$ cat src/rtl/regfile_access_controller.sv
// ============================================================================
// regfile_access_controller
// ----------------------------------------------------------------------------
// Arbiter and sequencer that sits in front of a two-read / one-write register
// array. The core pipeline and the debug module share the array's read and
// write selects. The block grants at most one requester per cycle and drives
// the array selects and store value for the granted requester. It samples
// the array read buses at the grant edge and returns the read data,
// registered, on a one-cycle response pulse in the following cycle.
//
// A debug halt mode (RUN/HALTED) locks the core out. A starvation counter
// forces a waiting debug request ahead of the core after STARVE_LIMIT
// consecutive refused cycles.
//
// Parameters
//   XLEN         : data width
//   SELECT_LEN   : register select width (select 0 means "no register")
//   STARVE_LIMIT : refused debug cycles before debug wins over core (1..15)
//
// Ports
//   clk, reset_n                     : clock (rising edge), async active-low reset
//   core_req_valid / core_req_ready  : core handshake (ready is combinational)
//   core_rs1, core_rs2               : core read selects
//   core_we, core_rd, core_wdata     : core write enable / select / data
//   core_resp_valid                  : one-cycle pulse, core read data valid
//   core_rs1_data, core_rs2_data     : registered core read data
//   dbg_req_valid / dbg_req_ready    : debug handshake (ready is combinational)
//   dbg_we, dbg_addr, dbg_wdata      : debug single-register access
//   dbg_resp_valid, dbg_rdata        : debug response pulse and data
//   dbg_halt_req, dbg_halted         : halt mode request and status
//   ra_store, ra_enable_a/b          : array write / read selects (0 = none)
//   ra_store_value                   : array write data
//   ra_a_bus, ra_b_bus               : array read buses (undriven when select is 0)
// ============================================================================
module regfile_access_controller #(
    parameter int XLEN         = 32,
    parameter int SELECT_LEN   = 5,
    parameter int STARVE_LIMIT = 4
) (
    input  logic                  clk,
    input  logic                  reset_n,

    input  logic                  core_req_valid,
    output logic                  core_req_ready,
    input  logic [SELECT_LEN-1:0] core_rs1,
    input  logic [SELECT_LEN-1:0] core_rs2,
    input  logic                  core_we,
    input  logic [SELECT_LEN-1:0] core_rd,
    input  logic [XLEN-1:0]       core_wdata,
    output logic                  core_resp_valid,
    output logic [XLEN-1:0]       core_rs1_data,
    output logic [XLEN-1:0]       core_rs2_data,

    input  logic                  dbg_req_valid,
    output logic                  dbg_req_ready,
    input  logic                  dbg_we,
    input  logic [SELECT_LEN-1:0] dbg_addr,
    input  logic [XLEN-1:0]       dbg_wdata,
    output logic                  dbg_resp_valid,
    output logic [XLEN-1:0]       dbg_rdata,
    input  logic                  dbg_halt_req,
    output logic                  dbg_halted,

    output logic [SELECT_LEN-1:0] ra_store,
    output logic [SELECT_LEN-1:0] ra_enable_a,
    output logic [SELECT_LEN-1:0] ra_enable_b,
    output logic [XLEN-1:0]       ra_store_value,
    input  logic [XLEN-1:0]       ra_a_bus,
    input  logic [XLEN-1:0]       ra_b_bus
);

    // ------------------------------------------------------------------------
    // Constants and types
    // ------------------------------------------------------------------------
    localparam logic [SELECT_LEN-1:0] SEL_NONE_C   = {SELECT_LEN{1'b0}};
    localparam logic [XLEN-1:0]       DATA_ZERO_C  = {XLEN{1'b0}};
    localparam logic [3:0]            STARVE_MAX_C = 4'(STARVE_LIMIT);

    typedef enum logic [0:0] {
        ST_RUN    = 1'b0,
        ST_HALTED = 1'b1
    } state_t;

    // ------------------------------------------------------------------------
    // Helpers
    // ------------------------------------------------------------------------

    // Select 0 addresses no register and the array leaves its bus undriven,
    // so the sampled value is forced to zero instead of propagating Z/X.
    function automatic logic [XLEN-1:0] mask_read(
        input logic [SELECT_LEN-1:0] sel,
        input logic [XLEN-1:0]       bus
    );
        logic [XLEN-1:0] result;
        if (sel == SEL_NONE_C) begin
            result = DATA_ZERO_C;
        end else begin
            result = bus;
        end
        return result;
    endfunction

    // Register 0 is not writable: a write aimed at it becomes "no write".
    function automatic logic [SELECT_LEN-1:0] store_sel(
        input logic                  we,
        input logic [SELECT_LEN-1:0] sel
    );
        logic [SELECT_LEN-1:0] result;
        if (we) begin
            result = sel;
        end else begin
            result = SEL_NONE_C;
        end
        return result;
    endfunction

    // ------------------------------------------------------------------------
    // State
    // ------------------------------------------------------------------------
    state_t                state_r;
    logic [3:0]            starve_cnt_r;

    logic                  gnt_core_s;
    logic                  gnt_dbg_s;
    logic [SELECT_LEN-1:0] sel_a_s;
    logic [SELECT_LEN-1:0] sel_b_s;
    logic [SELECT_LEN-1:0] sel_store_s;
    logic [XLEN-1:0]       store_value_s;
    logic                  starved_s;

    assign starved_s = (starve_cnt_r == STARVE_MAX_C);

    // Grant arbitration: at most one requester per cycle, none during reset.
    always_comb begin
        gnt_core_s = 1'b0;
        gnt_dbg_s  = 1'b0;
        if (!reset_n) begin
            gnt_core_s = 1'b0;
            gnt_dbg_s  = 1'b0;
        end else begin
            case (state_r)
                ST_HALTED: begin
                    // Core is locked out entirely while halted.
                    gnt_core_s = 1'b0;
                    gnt_dbg_s  = dbg_req_valid;
                end
                ST_RUN: begin
                    if (dbg_req_valid && starved_s) begin
                        gnt_dbg_s = 1'b1;
                    end else if (core_req_valid) begin
                        gnt_core_s = 1'b1;
                    end else if (dbg_req_valid) begin
                        gnt_dbg_s = 1'b1;
                    end else begin
                        gnt_core_s = 1'b0;
                        gnt_dbg_s  = 1'b0;
                    end
                end
                default: begin
                    gnt_core_s = 1'b0;
                    gnt_dbg_s  = 1'b0;
                end
            endcase
        end
    end

    // Array select / write-data mux for the granted requester.
    always_comb begin
        sel_a_s       = SEL_NONE_C;
        sel_b_s       = SEL_NONE_C;
        sel_store_s   = SEL_NONE_C;
        store_value_s = DATA_ZERO_C;
        if (gnt_core_s) begin
            sel_a_s       = core_rs1;
            sel_b_s       = core_rs2;
            sel_store_s   = store_sel(core_we, core_rd);
            store_value_s = core_wdata;
        end else if (gnt_dbg_s) begin
            // Debug accesses one register, through port A only.
            sel_a_s       = dbg_addr;
            sel_b_s       = SEL_NONE_C;
            sel_store_s   = store_sel(dbg_we, dbg_addr);
            store_value_s = dbg_wdata;
        end else begin
            sel_a_s       = SEL_NONE_C;
            sel_b_s       = SEL_NONE_C;
            sel_store_s   = SEL_NONE_C;
            store_value_s = DATA_ZERO_C;
        end
    end

    assign core_req_ready = gnt_core_s;
    assign dbg_req_ready  = gnt_dbg_s;
    assign ra_enable_a    = sel_a_s;
    assign ra_enable_b    = sel_b_s;
    assign ra_store       = sel_store_s;
    assign ra_store_value = store_value_s;

    // RUN/HALTED mode FSM with registered halted status.
    always_ff @(posedge clk or negedge reset_n) begin
        if (!reset_n) begin
            state_r    <= ST_RUN;
            dbg_halted <= 1'b0;
        end else begin
            case (state_r)
                ST_RUN: begin
                    if (dbg_halt_req) begin
                        state_r    <= ST_HALTED;
                        dbg_halted <= 1'b1;
                    end else begin
                        state_r    <= ST_RUN;
                        dbg_halted <= 1'b0;
                    end
                end
                ST_HALTED: begin
                    if (!dbg_halt_req) begin
                        state_r    <= ST_RUN;
                        dbg_halted <= 1'b0;
                    end else begin
                        state_r    <= ST_HALTED;
                        dbg_halted <= 1'b1;
                    end
                end
                default: begin
                    state_r    <= ST_RUN;
                    dbg_halted <= 1'b0;
                end
            endcase
        end
    end

    // Starvation counter: counts consecutive refused debug cycles, saturating.
    always_ff @(posedge clk or negedge reset_n) begin
        if (!reset_n) begin
            starve_cnt_r <= 4'd0;
        end else if (!dbg_req_valid || gnt_dbg_s) begin
            starve_cnt_r <= 4'd0;
        end else if (!starved_s) begin
            starve_cnt_r <= starve_cnt_r + 4'd1;
        end else begin
            starve_cnt_r <= starve_cnt_r;
        end
    end

    // Core response: sample buses at the grant edge, pulse valid one cycle later.
    always_ff @(posedge clk or negedge reset_n) begin
        if (!reset_n) begin
            core_resp_valid <= 1'b0;
            core_rs1_data   <= DATA_ZERO_C;
            core_rs2_data   <= DATA_ZERO_C;
        end else begin
            core_resp_valid <= gnt_core_s;
            if (gnt_core_s) begin
                // Buses still show pre-write contents here: read-before-write.
                core_rs1_data <= mask_read(sel_a_s, ra_a_bus);
                core_rs2_data <= mask_read(sel_b_s, ra_b_bus);
            end else begin
                core_rs1_data <= core_rs1_data;
                core_rs2_data <= core_rs2_data;
            end
        end
    end

    // Debug response: same one-cycle latency, data from port A.
    always_ff @(posedge clk or negedge reset_n) begin
        if (!reset_n) begin
            dbg_resp_valid <= 1'b0;
            dbg_rdata      <= DATA_ZERO_C;
        end else begin
            dbg_resp_valid <= gnt_dbg_s;
            if (gnt_dbg_s) begin
                dbg_rdata <= mask_read(sel_a_s, ra_a_bus);
            end else begin
                dbg_rdata <= dbg_rdata;
            end
        end
    end

endmodule

$ cat config.mk
export PLATFORM = sky130hd
export DESIGN_NAME = regfile_access_controller
export DESIGN_NICKNAME = d
export VERILOG_FILES = /design/src/rtl/regfile_access_controller.sv
export SDC_FILE = /design/constraint.sdc
export NUM_CORES = 1
export LEC_CHECK = 0
export BUFFER_PORTS_ARGS = -buffer_cell sky130_fd_sc_hd__buf_2
export CAP_MARGIN = 15
export CORE_AREA = 2 2 119 121
export CTS_CLUSTER_DIAMETER = 30
export DETAILED_ROUTE_END_ITERATION = 8
export DIE_AREA = 0 0 121 123
export MAX_ROUTING_LAYER = met4
export PLACE_DENSITY_LB_ADDON = 0.12
export SYNTH_ARGS = -nofsm -noshare
export SYNTH_HDL_FRONTEND = slang
export SYNTH_SLANG_ARGS = --single-unit
$ cat constraint.sdc
create_clock -name clk -period 2.9 [get_ports clk]
set_input_delay 0.58 -clock clk [delete_from_list [all_inputs] [get_ports clk]]
set_output_delay 0.58 -clock clk [all_outputs]
set_load 0.02 [all_outputs]
==> impl_summary.md <==
Route
Dividing the detail-routed via count by the number of cells gives between 5 and 6. Dividing the detail-routed wire length by the instance count gives approximately 22 um. The first detailed-routing pass ran for 4 iterations.

In this run, the number of DRC markers left after iteration 0 of detailed routing was approximately 300. Summing over every cut layer, the via total after detailed routing is about 4700. Wires add up to just under 20 mm.

Once detail routing completed, the nets flagged for antenna violations numbered 0. The DRC violation count after routing is 0.

Die
The floorplan has 43 rows. The floorplan die height is roughly 120 um. The starting density of the core is between 30% and 40%. The region available for standard cell placement spans about 14000 um^2. The floorplan die area is 14900 um^2. The width of the die is ~120 um. The count of boundary I/O pins is about 300.

Status
The flow ran to the end, and the final reports show no timing, DRC or antenna violations.

Placement
OpenSTA, run right after detailed placement, puts the worst setup slack at about 170 ps. The count of buffers from port buffering is around 300. Summing all placed instances gives a cell area of roughly 6500 um^2. The HPWL after detailed placement is around 14 mm. The weighted congestion reported at the end of routability-driven placement is between 0.8 and 0.9.

Clock network
The clock reaches the later pin of the worst-skew pair after approximately 340 ps. The clock transition at the register clock pins on the worst setup and hold paths after CTS is ~70 ps. The deepest clock path buffer count is 2. The number of hold-repair buffers added at the cts stage is 0.

The number of buffers added by the clock tree synthesis step is 9. The H-tree depth is 3. The TritonCTS clock tree is yes. CTS placed an instance of clkbuf_16 at the clock tree root.

For this design, the sink count on the clock tree is between 100 and 150.

Critical path
At the worst endpoint, the required time is roughly 2300 ps. The maximum fanout along the worst path is 14. The startpoint identified for the worst register-to-register timing path is starve_cnt_r[0]. The critical path is of the reg2out type. For the worst setup path, the data arrival time is roughly 2300 ps.

STA classifies the critical path endpoint as an output pin. For the worst flop-to-flop path, the logic depth is 10. The worst setup path is launched from a flop.

The capturing point of the worst reg2reg path is dbg_rdata[26]. The setup check on the worst reg-to-reg path leaves a slack of about 510 ps.

Timing
In this run the tightest slew margin relative to its limit is 47.2%. Setup violations remaining at the end of the flow were counted as 0. At the pin with the least slew margin, the transition time is 792 ps. The max-slew violation count is 0. The share of the clock period used by the worst path after layout is 98.2%. Setup total negative slack on the finished layout was measured at 0 ps. The clock period minus final worst setup slack is between 2000 and 3000 ps.

The minimum setup slack in the final design is 53.0 ps. Derived from the worst setup path, the maximum achievable clock frequency is approximately 350 MHz. Between clock sinks in the finished design, the worst skew comes to ~8.3 ps. Setup repair after global routing could not meet its margin everywhere.

The hold violation count in the final report is 0.

Finish
The footprint of the flip-flops and latches is about 2600 um^2. In the final design database the tool counted around 860 nets. Summing all multi-input logic gate instances after layout gives roughly 2000 um^2. In the final layout, the share of cells above drive strength 1 is 56.1%.

The finished cells cover 7260 um^2. The number of filler instances in the final layout is around 1200. The layout overhead on the synthesized area is 50.7%.

Power and ir drop
VDD sags by at most 0.000360 V. In this run the static leakage power is 0.00408 uW. Dividing total power by cell area gives a power density of 607 nW/um^2. The power after layout is ~4400 uW.

Logic synthesis
The net count after synthesis is 547. The area share of the largest cell type after synthesis is between 50% and 60%. The proportion of synthesized chip area in sequential cells is between 50% and 60%. The synthesized flop and latch total is ~100. Each instance of the synthesized netlist takes up on average ~12 um^2. The netlist uses 33 different library cells. Summing every instance area after synthesis gives 4820 um^2.

For this run, the number of Yosys warnings is 0. The cell type with the largest total area after synthesis is dfrtp_1. The number of cells produced by synthesis is 390. By area the synthesized netlist is led by dfrtp_1 (53%), mux2i_1 (13%), a22o_1 (12%).

Global route
After global routing the overflow that remains totals 0. Entering global routing, the biggest net connects 67 pins. The via count of the first global-routing pass is 4623. The number of antenna violations at the first check in global routing is 1. For this run, the total global-route usage over all layers was measured as around a quarter. The first global-routing pass estimated approximately 27 mm of wire.

Flow run
The count of max-cap constraint violations is 0.

Worst hold path
The tightest min-delay check is of the in2async type.
==> flip-flops by register name, summed over array words and instances (netlist names) <==
register / flops
core_resp_valid: 1
core_rs1_data: 32
core_rs2_data: 32
dbg_rdata: 32
dbg_resp_valid: 1
starve_cnt_r: 4
state_r: 1
==> metrics by stage <==
step,util [%],cells,hold WS (ps)
finish,53.4,885,285
global route,53.4,885,284
CTS,50.8,869,274
detailed placement,48.1,850,487
global placement,48.1,850,486
floorplan,-,390,284
==> synth_stat cells <==
master,instances
nor2_1,3
xnor2_1,1
buf_1,2
o211ai_1,1
buf_6,7
a21o_1,1
and2_1,1
nand3_1,1
mux2i_1,65
and3_1,7
and3b_1,1
a21oi_2,30
nand2_1,9
a22oi_1,1
nand2b_1,2
nor4_4,1
nor2b_1,2
a22o_1,64
o22ai_1,2
o21ai_4,1
nor3_1,1
a21oi_1,38
a311oi_1,1
or2_2,1
buf_2,16
dfrtp_1,103
a211o_1,1
ha_1,2
a32o_1,5
o21ai_0,1
clkbuf_1,11
inv_1,6
o22ai_2,2
==> power breakdown <==
group          switching [uW]  internal (uW)
registers                 136           1690
logic                     877            570
clock network             531            607
total                    1540           2860
==> worst max path at each step <==
stage	endpoint	start	cells past startpoint
after floorplan	ra_store_value[22]	starve_cnt_r[0]	9
after global placement	ra_store[0]	starve_cnt_r[0]	9
after detailed placement	ra_store[3]	starve_cnt_r[0]	9
after CTS	ra_store_value[17]	starve_cnt_r[0]	10
after global routing	ra_store_value[8]	starve_cnt_r[0]	10
final	ra_store_value[8]	starve_cnt_r[0]	10
==> cell families after synthesis <==
kind of cell    count (synthesis)  synth area share (%)
xor+xnor                        1                 0.182
buf+inv                        42                  4.78
compound gates                148                  24.1
mux                            65                  13.5
simple gates                   29                  3.45
fa+ha+maj                       2                 0.519
flops                         103                  53.5
==> layout make-up <==
type | instances | share of cell area, %
Clock buffer | 11 | 3.34
Timing Repair Buffer | 334 | 28.9
Antenna cell | 1 | 0.0345
Tap cell | 180 | 3.10
Clock inverter | 5 | 0.448
Multi-Input combinational cell | 245 | 28.3
Sequential cell | 103 | 35.5
Inverter | 6 | 0.396
==> cell usage in the layout (no fill, tap or decap), types with 2 or more instances in the layout <==
cell / instances
buf_12: 7
buf_4: 21
nand2_1: 8
a21oi_2: 33
a32o_1: 5
a22o_1: 64
clkinv_2: 3
buf_6: 35
buf_2: 269
inv_1: 3
and3_1: 7
nor2b_1: 2
o22ai_1: 2
clkbuf_16: 10
nand2b_1: 2
o22ai_2: 2
mux2i_1: 65
a21oi_1: 35
dfrtp_1: 103
==> critical path, cell delays in order, from the launching register on <==
cell       delay, ps
dfrtp_1          380
inv_2             70
ha_4             160
and3b_2          220
buf_4            140
o21ai_4          140
or2_4            150
inv_4             40
bufbuf_16        270
a22o_1           200
buf_6            140
==> layer usage <==
layer	global-route usage (%)	wire, um	part of all wire, %	vias to the layer above
met5	-	0	0	-
met4	10.8	895	4.6	0
met3	6.96	1600	8.2	42
met2	42.6	9830	50	227
met1	27.3	7240	37	2309
li1	-	-	-	2074
==> what timing repair did <==
action                     4_1_cts  5_1_grt
setup endpoints to repair       37       38
gates cloned                     1        1
pin swaps                        0       24
gates resized for setup         18       63
setup buffers                    2       14
Note: power is estimated with default switching activity, not from simulation.
